**src/rtl/sha256_block_packer.sv**
```systemverilog
// Packs a big-endian 32-bit word stream into 512-bit blocks for a SHA-256 core,
// masking the tail word and reporting how many message bits the final block holds.
module sha256_block_packer (
   input  logic         clk,
   input  logic         resetn,
   input  logic         clear_i,
   input  logic [31:0]  s_data_i,
   input  logic         s_valid_i,
   input  logic         s_last_i,
   input  logic [2:0]   s_bytes_i,
   output logic         s_ready_o,
   output logic [511:0] blk_data_o,
   output logic         blk_valid_o,
   output logic         blk_end_o,
   output logic [9:0]   blk_last_o,
   input  logic         blk_ready_i,
   input  logic         digest_valid_i
);

   localparam logic [1:0] FILL      = 2'd0;
   localparam logic [1:0] HOLD      = 2'd1;
   localparam logic [1:0] WAIT_DONE = 2'd2;

   logic [1:0]  state;
   logic [3:0]  wcnt;
   logic [31:0] words [16];
   logic        end_r;
   logic [9:0]  last_r;
   logic        dv_q;
   logic [2:0]  nbytes;

   function automatic logic [2:0] sat_bytes(input logic [2:0] b);
      return (b > 3'd4) ? 3'd4 : b;
   endfunction

   // Keeps the first n bytes of a big-endian word, zeroing the rest.
   function automatic logic [31:0] byte_mask(input logic [2:0] n);
      logic [31:0] m;
      case (n)
         3'd0:    m = 32'h0000_0000;
         3'd1:    m = 32'hFF00_0000;
         3'd2:    m = 32'hFFFF_0000;
         3'd3:    m = 32'hFFFF_FF00;
         default: m = 32'hFFFF_FFFF;
      endcase
      return m;
   endfunction

   assign nbytes      = sat_bytes(s_bytes_i);
   assign s_ready_o   = (state == FILL);
   assign blk_valid_o = (state == HOLD);
   assign blk_end_o   = end_r;
   assign blk_last_o  = last_r;

   always_comb begin
      blk_data_o = '0;
      for (int k = 0; k < 16; k++) begin
         blk_data_o[511 - 32*k -: 32] = words[k];
      end
   end

   always_ff @(posedge clk or negedge resetn) begin
      if (!resetn) begin
         state  <= FILL;
         wcnt   <= '0;
         end_r  <= 1'b0;
         last_r <= '0;
         dv_q   <= 1'b0;
         for (int k = 0; k < 16; k++) words[k] <= '0;
      end else if (clear_i) begin
         state  <= FILL;
         wcnt   <= '0;
         end_r  <= 1'b0;
         last_r <= '0;
         dv_q   <= 1'b0;
         for (int k = 0; k < 16; k++) words[k] <= '0;
      end else begin
         dv_q <= digest_valid_i;
         case (state)
            FILL: begin
               if (s_valid_i) begin
                  wcnt <= wcnt + 4'd1;
                  if (s_last_i) begin
                     words[wcnt] <= s_data_i & byte_mask(nbytes);
                     state       <= HOLD;
                     end_r       <= 1'b1;
                     last_r      <= {1'b0, wcnt, 5'b0} + {5'b0, nbytes, 2'b0} + {5'b0, nbytes, 2'b0};
                  end else begin
                     words[wcnt] <= s_data_i;
                     if (wcnt == 4'd15) begin
                        state  <= HOLD;
                        end_r  <= 1'b0;
                        last_r <= 10'd512;
                     end
                  end
               end
            end
            HOLD: begin
               if (blk_ready_i) begin
                  state  <= end_r ? WAIT_DONE : FILL;
                  wcnt   <= '0;
                  end_r  <= 1'b0;
                  last_r <= '0;
                  for (int k = 0; k < 16; k++) words[k] <= '0;
               end
            end
            WAIT_DONE: begin
               // Only a fresh low-to-high digest edge releases the packer.
               if (digest_valid_i && !dv_q) state <= FILL;
            end
            default: state <= FILL;
         endcase
      end
   end

endmodule

```
**config.mk**
```make
export PLATFORM = sky130hd
export DESIGN_NAME = sha256_block_packer
export DESIGN_NICKNAME = d
export VERILOG_FILES = /design/src/rtl/sha256_block_packer.sv
export SDC_FILE = /design/constraint.sdc
export NUM_CORES = 1
export LEC_CHECK = 0
export ABC_AREA = 0
export CAP_MARGIN = 30
export CORE_AREA = 2 2 217 219
export DETAILED_ROUTE_END_ITERATION = 8
export DIE_AREA = 0 0 219 221
export DONT_BUFFER_PORTS = 1
export PLACE_DENSITY = 0.61
export SYNTH_ARGS = -nofsm -noshare
export SYNTH_HDL_FRONTEND = slang
export SYNTH_SLANG_ARGS = --single-unit
```
**constraint.sdc**
```tcl
create_clock -name clk -period 1.8 [get_ports clk]
set_input_delay 0.18 -clock clk [delete_from_list [all_inputs] [get_ports clk]]
set_output_delay 0.18 -clock clk [all_outputs]
set_load 0.01 [all_outputs]
```
==> flow_summary.ini, run 1 <==
[run_status]
status = complete, but fails checks
violations = hold timing, slew limit, setup timing

[clocking]
cts.sinks = 527
clk_pin_slew_ps = 70
clk_path_buf_depth = 3
cts.hold.buffers_added = 30
cts_root_buffer = clkbuf_16
cts_tree = built
cts_max_level = 2
clock_latency_ps = 600
numCtsBuffers = 53

[grt]
grt_usage = 0.286
antenna_found_initial = 2
overflow = 0
first_global_vias = 14823
grt_pass1_wl_um = 103000
grt_max_degree = 528

[routing]
wl_um = 79900
ant_nets = 0
drc = 0
via_count = 15344
drt-wirelength-per-cell_um = 31.7
viasPerCell = 6.09
drt_pass1_iterations = 5
drt_iter0_drc = 1479

[place]
placed_cells = 2305
hpwl_um = 48500
portBuffers = 0
post-place-ws_ps = -201
routabilityCongestion = 0.893

[finish]
layout-drive-gt1-share = 0.350
multiInputGateArea_um2 = 8110
area_growth_pct = 36.9
final_cells = 2519
final_core_util = 0.604
final_cell_mix = 526 x dfrtp_1, 207 x nand2_1, 115 x a22o_1, 102 x buf_4, 92 x o21ai_1
final_nets = 1920
final_common_cell = dfrtp_1
seq_area_um2 = 13200
num-fill-cells = 3547

[floorplanning]
initial_utilization = 0.441
die_area_um2 = 48400
rows = 79
num_io_pins = 567
core_um2 = 46100
die_h_um = 221
die_x_um = 219

[synth]
async_flop_share = 1.00
yosys_warnings = 0
ys_ff_latch = 527
synth_area_um2 = 20300
synth_edf_count = 0
synth_cells = 1669
yosysSeqAreaShare = 0.649
synth.distinct_cells = 55
syn_area_per_cell_um2 = 12.2
synth-main-ff-cell = dfrtp_1

[sta]
worstMarginPinSlew_ps = 2890
fin_hold_ws_ps = -709
rsz0062_at_grt = yes
slew_headroom = -0.930
final-setup-viol-count = 357
fin_crit_sh = 1.08
max_freq_mhz = 513
min_period_ps = 1950
worst_slack_ps = -149
maxSlewViolCount = 374
hold_viol = 569
clock_skew_ps = 24.1

[power_and_ir_drop]
ir_drop_mv = 0.777
power.total_mw = 26.2
power_density_nw_per_um2 = 941
p_leak_nw = 12.9

[critical_path]
cp_data_arrival_time_ps = 2440
critical_path_class = flip-flop to flip-flop
end_kind = flip-flop
critPathMaxFanout = 5
worstSetupStartpointType = flip-flop
crit_required_ps = 2290

[worst_hold_path]
hold_path_class = input pin to asynchronous set/reset pin

[run]
maxCapViolCount = 0
## stage by stage
| stage | cell area, um^2 | TNS, ps |
|---|---|---|
| 4_1_cts | 25200 | -6080 |
| 3_3_place_gp | 22600 | -14680 |
| 5_1_grt | 27800 | -37520 |
| 2_1_floorplan | 20500 | -5250 |
| 3_5_place_dp | 22600 | -35170 |
| 6_report | 27800 | -21780 |
## cell families (layout without fill, tap and decap cells)
kind of cell    Yosys count  count (layout)  share of synthesized area
flops                   527             527                      0.649
compound gates          493             493                      0.185
simple gates            430             430                     0.0891
buf+inv                 148             387                     0.0387
mux                      60              60                     0.0332
fa+ha+maj                 6               6                    0.00369
xor+xnor                  4               4                    0.00172
other cells               1               5                   0.000184
## worst paths after layout
check                                             from                     endpoint  slack, ps  cells past startpoint
max in group asynchronous                       resetn          wcnt[1]$_DFFE_PN0P_         30                      0
setup / recovery                   wcnt[0]$_DFFE_PN0P_  blk_data_o[345]$_DFFE_PN0P_       -150                      9
hold / removal                                  resetn  blk_data_o[225]$_DFFE_PN0P_       -710                      0
setup reg to reg                   wcnt[0]$_DFFE_PN0P_  blk_data_o[345]$_DFFE_PN0P_       -150                      9
hold reg to reg            blk_data_o[175]$_DFFE_PN0P_  blk_data_o[175]$_DFFE_PN0P_        540                      2
min in group clk                               clear_i         state[1]$_DFFE_PN0P_       -340                      1
## report_power, final
| group | internal (mW) | total (mW) | switching, mW |
|---|---|---|---|
| clock network | 6.45 | 11.2 | 4.76 |
| registers | 12.0 | 12.2 | 0.193 |
| logic | 1.20 | 2.83 | 1.63 |
| total | 19.6 | 26.2 | 6.58 |
## worst max-delay path: stages, from the launching register on
cell and delay [ps]:
dfrtp_1 440, buf_6 150, ha_4 170, nor4bb_4 160, buf_4 140, a211oi_4 280, buf_6 190, clkbuf_16 170
nand2_1 70, o31ai_2 70
## synthesized netlist by cell type (all sizes together), types with 3 or more instances
| master | instances | area share |
|---|---|---|
| dfrtp | 527 | 0.65 |
| nand2 | 270 | 0.050 |
| o21ai | 165 | 0.041 |
| o2bb2ai | 116 | 0.053 |
| a22o | 115 | 0.050 |
| buf | 88 | 0.028 |
| nor2 | 86 | 0.016 |
| o31ai | 63 | 0.023 |
| mux2 | 59 | 0.033 |
| clkbuf | 52 | 0.0096 |
| nand3 | 38 | 0.0094 |
| a211oi | 9 | 0.0046 |
| a21oi | 9 | 0.0048 |
| and3 | 8 | 0.0025 |
| inv | 8 | 0.0015 |
| ha | 6 | 0.0037 |
| nor4bb | 6 | 0.0030 |
| a32o | 5 | 0.0025 |
| a31oi | 4 | 0.0034 |
| nand2b | 3 | 0.0010 |
| nor2b | 3 | 0.00092 |
| nor4b | 3 | 0.0013 |
| o211ai | 3 | 0.0011 |
| xnor2 | 3 | 0.0013 |
## state kept, by name, indices dropped and copies added, names as in the netlist
name and cells:
blk_data_o 512, blk_last_o 7, wcnt 4, state 2, blk_end_o 1, dv_q 1
## area by class of cell
type,instances,area share
Antenna cell,2,0.000180
Clock buffer,69,0.0527
Clock inverter,24,0.00958
Inverter,8,0.00108
Multi-Input combinational cell,996,0.291
Sequential cell,527,0.474
Tap cell,607,0.0273
Timing Repair Buffer,286,0.144
## routing by layer
layer	routed length [um]	share of wire	track usage
met3	7970	0.10	0.0984
met2	39100	0.49	0.450
met4	2820	0.035	0.0857
met1	30100	0.38	0.374
met5	0	0	0
## what timing repair did
action,4_1_cts,5_1_grt
endpoints found under the hold margin,756,573
gates resized for setup,96,439
pin swaps,6,105
setup buffers,13,32
cloned,5,47
endpoints found under the setup margin,517,517
(Power assumes the default switching activity.)
==> run 2: changes to the inputs <==
- CORE_AREA: 2 2 217 219 -> 2 2 220 222
- DIE_AREA: 0 0 219 221 -> 0 0 222 224
- PLACE_DENSITY: 0.61 -> 0.6
==> run 2 against run 1 <==
Utilization increased by 1.5 points. Cell count increased by 1.6%. Critical path type unchanged. Flip-flop and latch count unchanged. Worst hold slack got worse by 18 ps. Largest power group is now clock. The run ends with hold timing, setup timing left. Routed wire length about the same. Total power increased by 6.5%. Critical path depth increased by 1. Global-route usage increased by 0.78 points. First-iteration DRC count decreased by 11%.
==> flow_summary.ini, run 2 (synthesis gave the netlist of run 1 again) <==
[power_and_ir_drop]
sw_frac_of_total = 0.246
p_int_mw = 21.0
p_seq_frac = 0.436
power_density_nw_per_um2 = 952
p_clk_frac = 0.453
ir_drop_mv = 0.640
power.switching_mw = 6.87
combPwrFrac = 0.111
power.total_mw = 27.9
p_leak_nw = 13.9

[finish]
fin_area_um2 = 29300
final_common_cell = dfrtp_1
area_growth_pct = 44.3
largest_reg_flops = 512
layout-drive-gt1-share = 0.447
final_nets = 1948
final_cells = 2560
final_core_util = 0.619
final_cell_mix = 524 x dfrtp_1, 115 x a22o_1, 109 x buf_4, 99 x nand2_4, 89 x nand2_1

[sta]
hold_viol = 529
rsz0062_at_grt = yes
maxSlewViolCount = 0
max_freq_mhz = 488
min_period_ps = 2050
clock_skew_ps = 13.2
fin_hold_ws_ps = -727
worstMarginPinSlew_ps = 1180
worst_slack_ps = -247
final-setup-viol-count = 508
slew_headroom = 0.213
fin_crit_sh = 1.14
fin_tns_setup_ps = -41460

[routing]
ant_nets = 0
drt_iter0_drc = 1318
wl_um = 80000
drt-wirelength-per-cell_um = 31.2
viasPerCell = 6.14
drt_pass1_iterations = 5
drc = 0
via_count = 15730

[critical_path]
critPathTopFamily = buffers and inverters
cp_data_arrival_time_ps = 2540
path_cells = mux2_4, buf_8, buf_12, buf_6, a211oi_4, buf_6, buf_12, buf_16, nand2_2, o31ai_1
worstSetupStartpointType = flip-flop
cp_slowest_cell = dfrtp_1
crit_required_ps = 2300
crit_buf_inv = 6
rr_startpoint = state[0]$_DFFE_PN0P_
end_kind = flip-flop
r2r_slack_ps = -250
cpPeakStageDelay_ps = 400
worstReg2RegEnd = blk_data_o[217]$_DFFE_PN0P_
reg2reg_depth = 10
critPathMaxFanout = 5
cp-startpoint = state[0]$_DFFE_PN0P_
critical_path_class = flip-flop to flip-flop

[clocking]
cts.sinks = 527
cts_root_buffer = clkbuf_16
clock_latency_ps = 610
cts_tree = built
clk_path_buf_depth = 3
numCtsBuffers = 55
clk_pin_slew_ps = 60
cts_max_level = 2

[floorplanning]
die_area_um2 = 49700
core_um2 = 47300
initial_utilization = 0.429
die_x_um = 222
num_io_pins = 567
die_h_um = 224
rows = 80

[run_status]
status = complete, but fails checks
violations = hold timing, setup timing

[grt]
grt_max_degree = 528
overflow = 0
antenna_found_initial = 1
grt_pass1_wl_um = 108000
first_global_vias = 15650
grt_usage = 0.294

[place]
post-place-ws_ps = -225
hpwl_um = 48900
post_dp_cell_area_um2 = 22700
routabilityCongestion = 0.855
portBuffers = 0
placed_cells = 2325

[worst_hold_path]
hold_path_class = input pin to asynchronous set/reset pin

[run]
maxCapViolCount = 0
[run 2: changes by cell type in the layout (fill, tap and decap cells not counted), moves of 11 or more]
cell       previous run  this run
mux2_4               56        45
o21ai_0              45        21
clkbuf_16            88        75
o2bb2ai_2            48        62
nand2_1             207        89
nand2_4              28        99
buf_6                34        47
o21ai_1              92        77
buf_16                4        16
nand2_2              35        82
o2bb2ai_1            64        47
o21ai_2              27        66
[run 2: area by class of cell]
type                            instances  area [um^2]
Sequential cell                       527        13200
Multi-Input combinational cell        996         9050
Clock inverter                         26          410
Clock buffer                           75         1610
Timing Repair Buffer                  312         4260
Antenna cell                            1         2.50
Tap cell                              615          769
Inverter                                8         30.0
Fill cell                            3451        18000
[run 2: worst register-to-register path, stage by stage, from the launching register on]
cell,delay (ps)
dfrtp_1,400
mux2_4,340
buf_8,140
buf_12,130
buf_6,110
a211oi_4,260
buf_6,160
buf_12,120
buf_16,140
nand2_2,60
o31ai_1,80
[run 2: power by group through the flow]
stage               Combinational [mW]  Clock, mW  Sequential [mW]
detailed placement                1.79          0             12.3
global route                      3.19       13.2             12.2
floorplan                        0.852          0             12.3
CTS                               2.48       12.7             12.1
finish                            3.10       12.6             12.2
global placement                  1.77          0             12.3
[run 2: metal layers]
layer	up-vias	GRT usage	wire (um)
met5	-	0	0
met4	0	0.0942	3140
met3	215	0.108	7590
met2	828	0.468	38600
met1	8227	0.373	30700
li1	6460	-	-
[run 2: timing repair]
action | CTS | global route
resized for setup | 245 | 575
setup endpoints to repair | 508 | 522
buffers inserted | 48 | 26
hold buffers | 35 | 1
pin swaps | 39 | 134
gates cloned | 21 | 22
endpoints found under the hold margin | 757 | 544
[run 2: worst max-delay path by stage]
stage                                  endpoint  slack, ps  depth (start not counted)
CTS                 blk_data_o[120]$_DFFE_PN0P_       -190                          8
finish              blk_data_o[217]$_DFFE_PN0P_       -250                         10
floorplan            blk_data_o[45]$_DFFE_PN0P_       -130                          7
global route        blk_data_o[217]$_DFFE_PN0P_       -280                         10
detailed placement  blk_data_o[426]$_DFFE_PN0P_       -220                          7
global placement    blk_data_o[429]$_DFFE_PN0P_       -180                          7
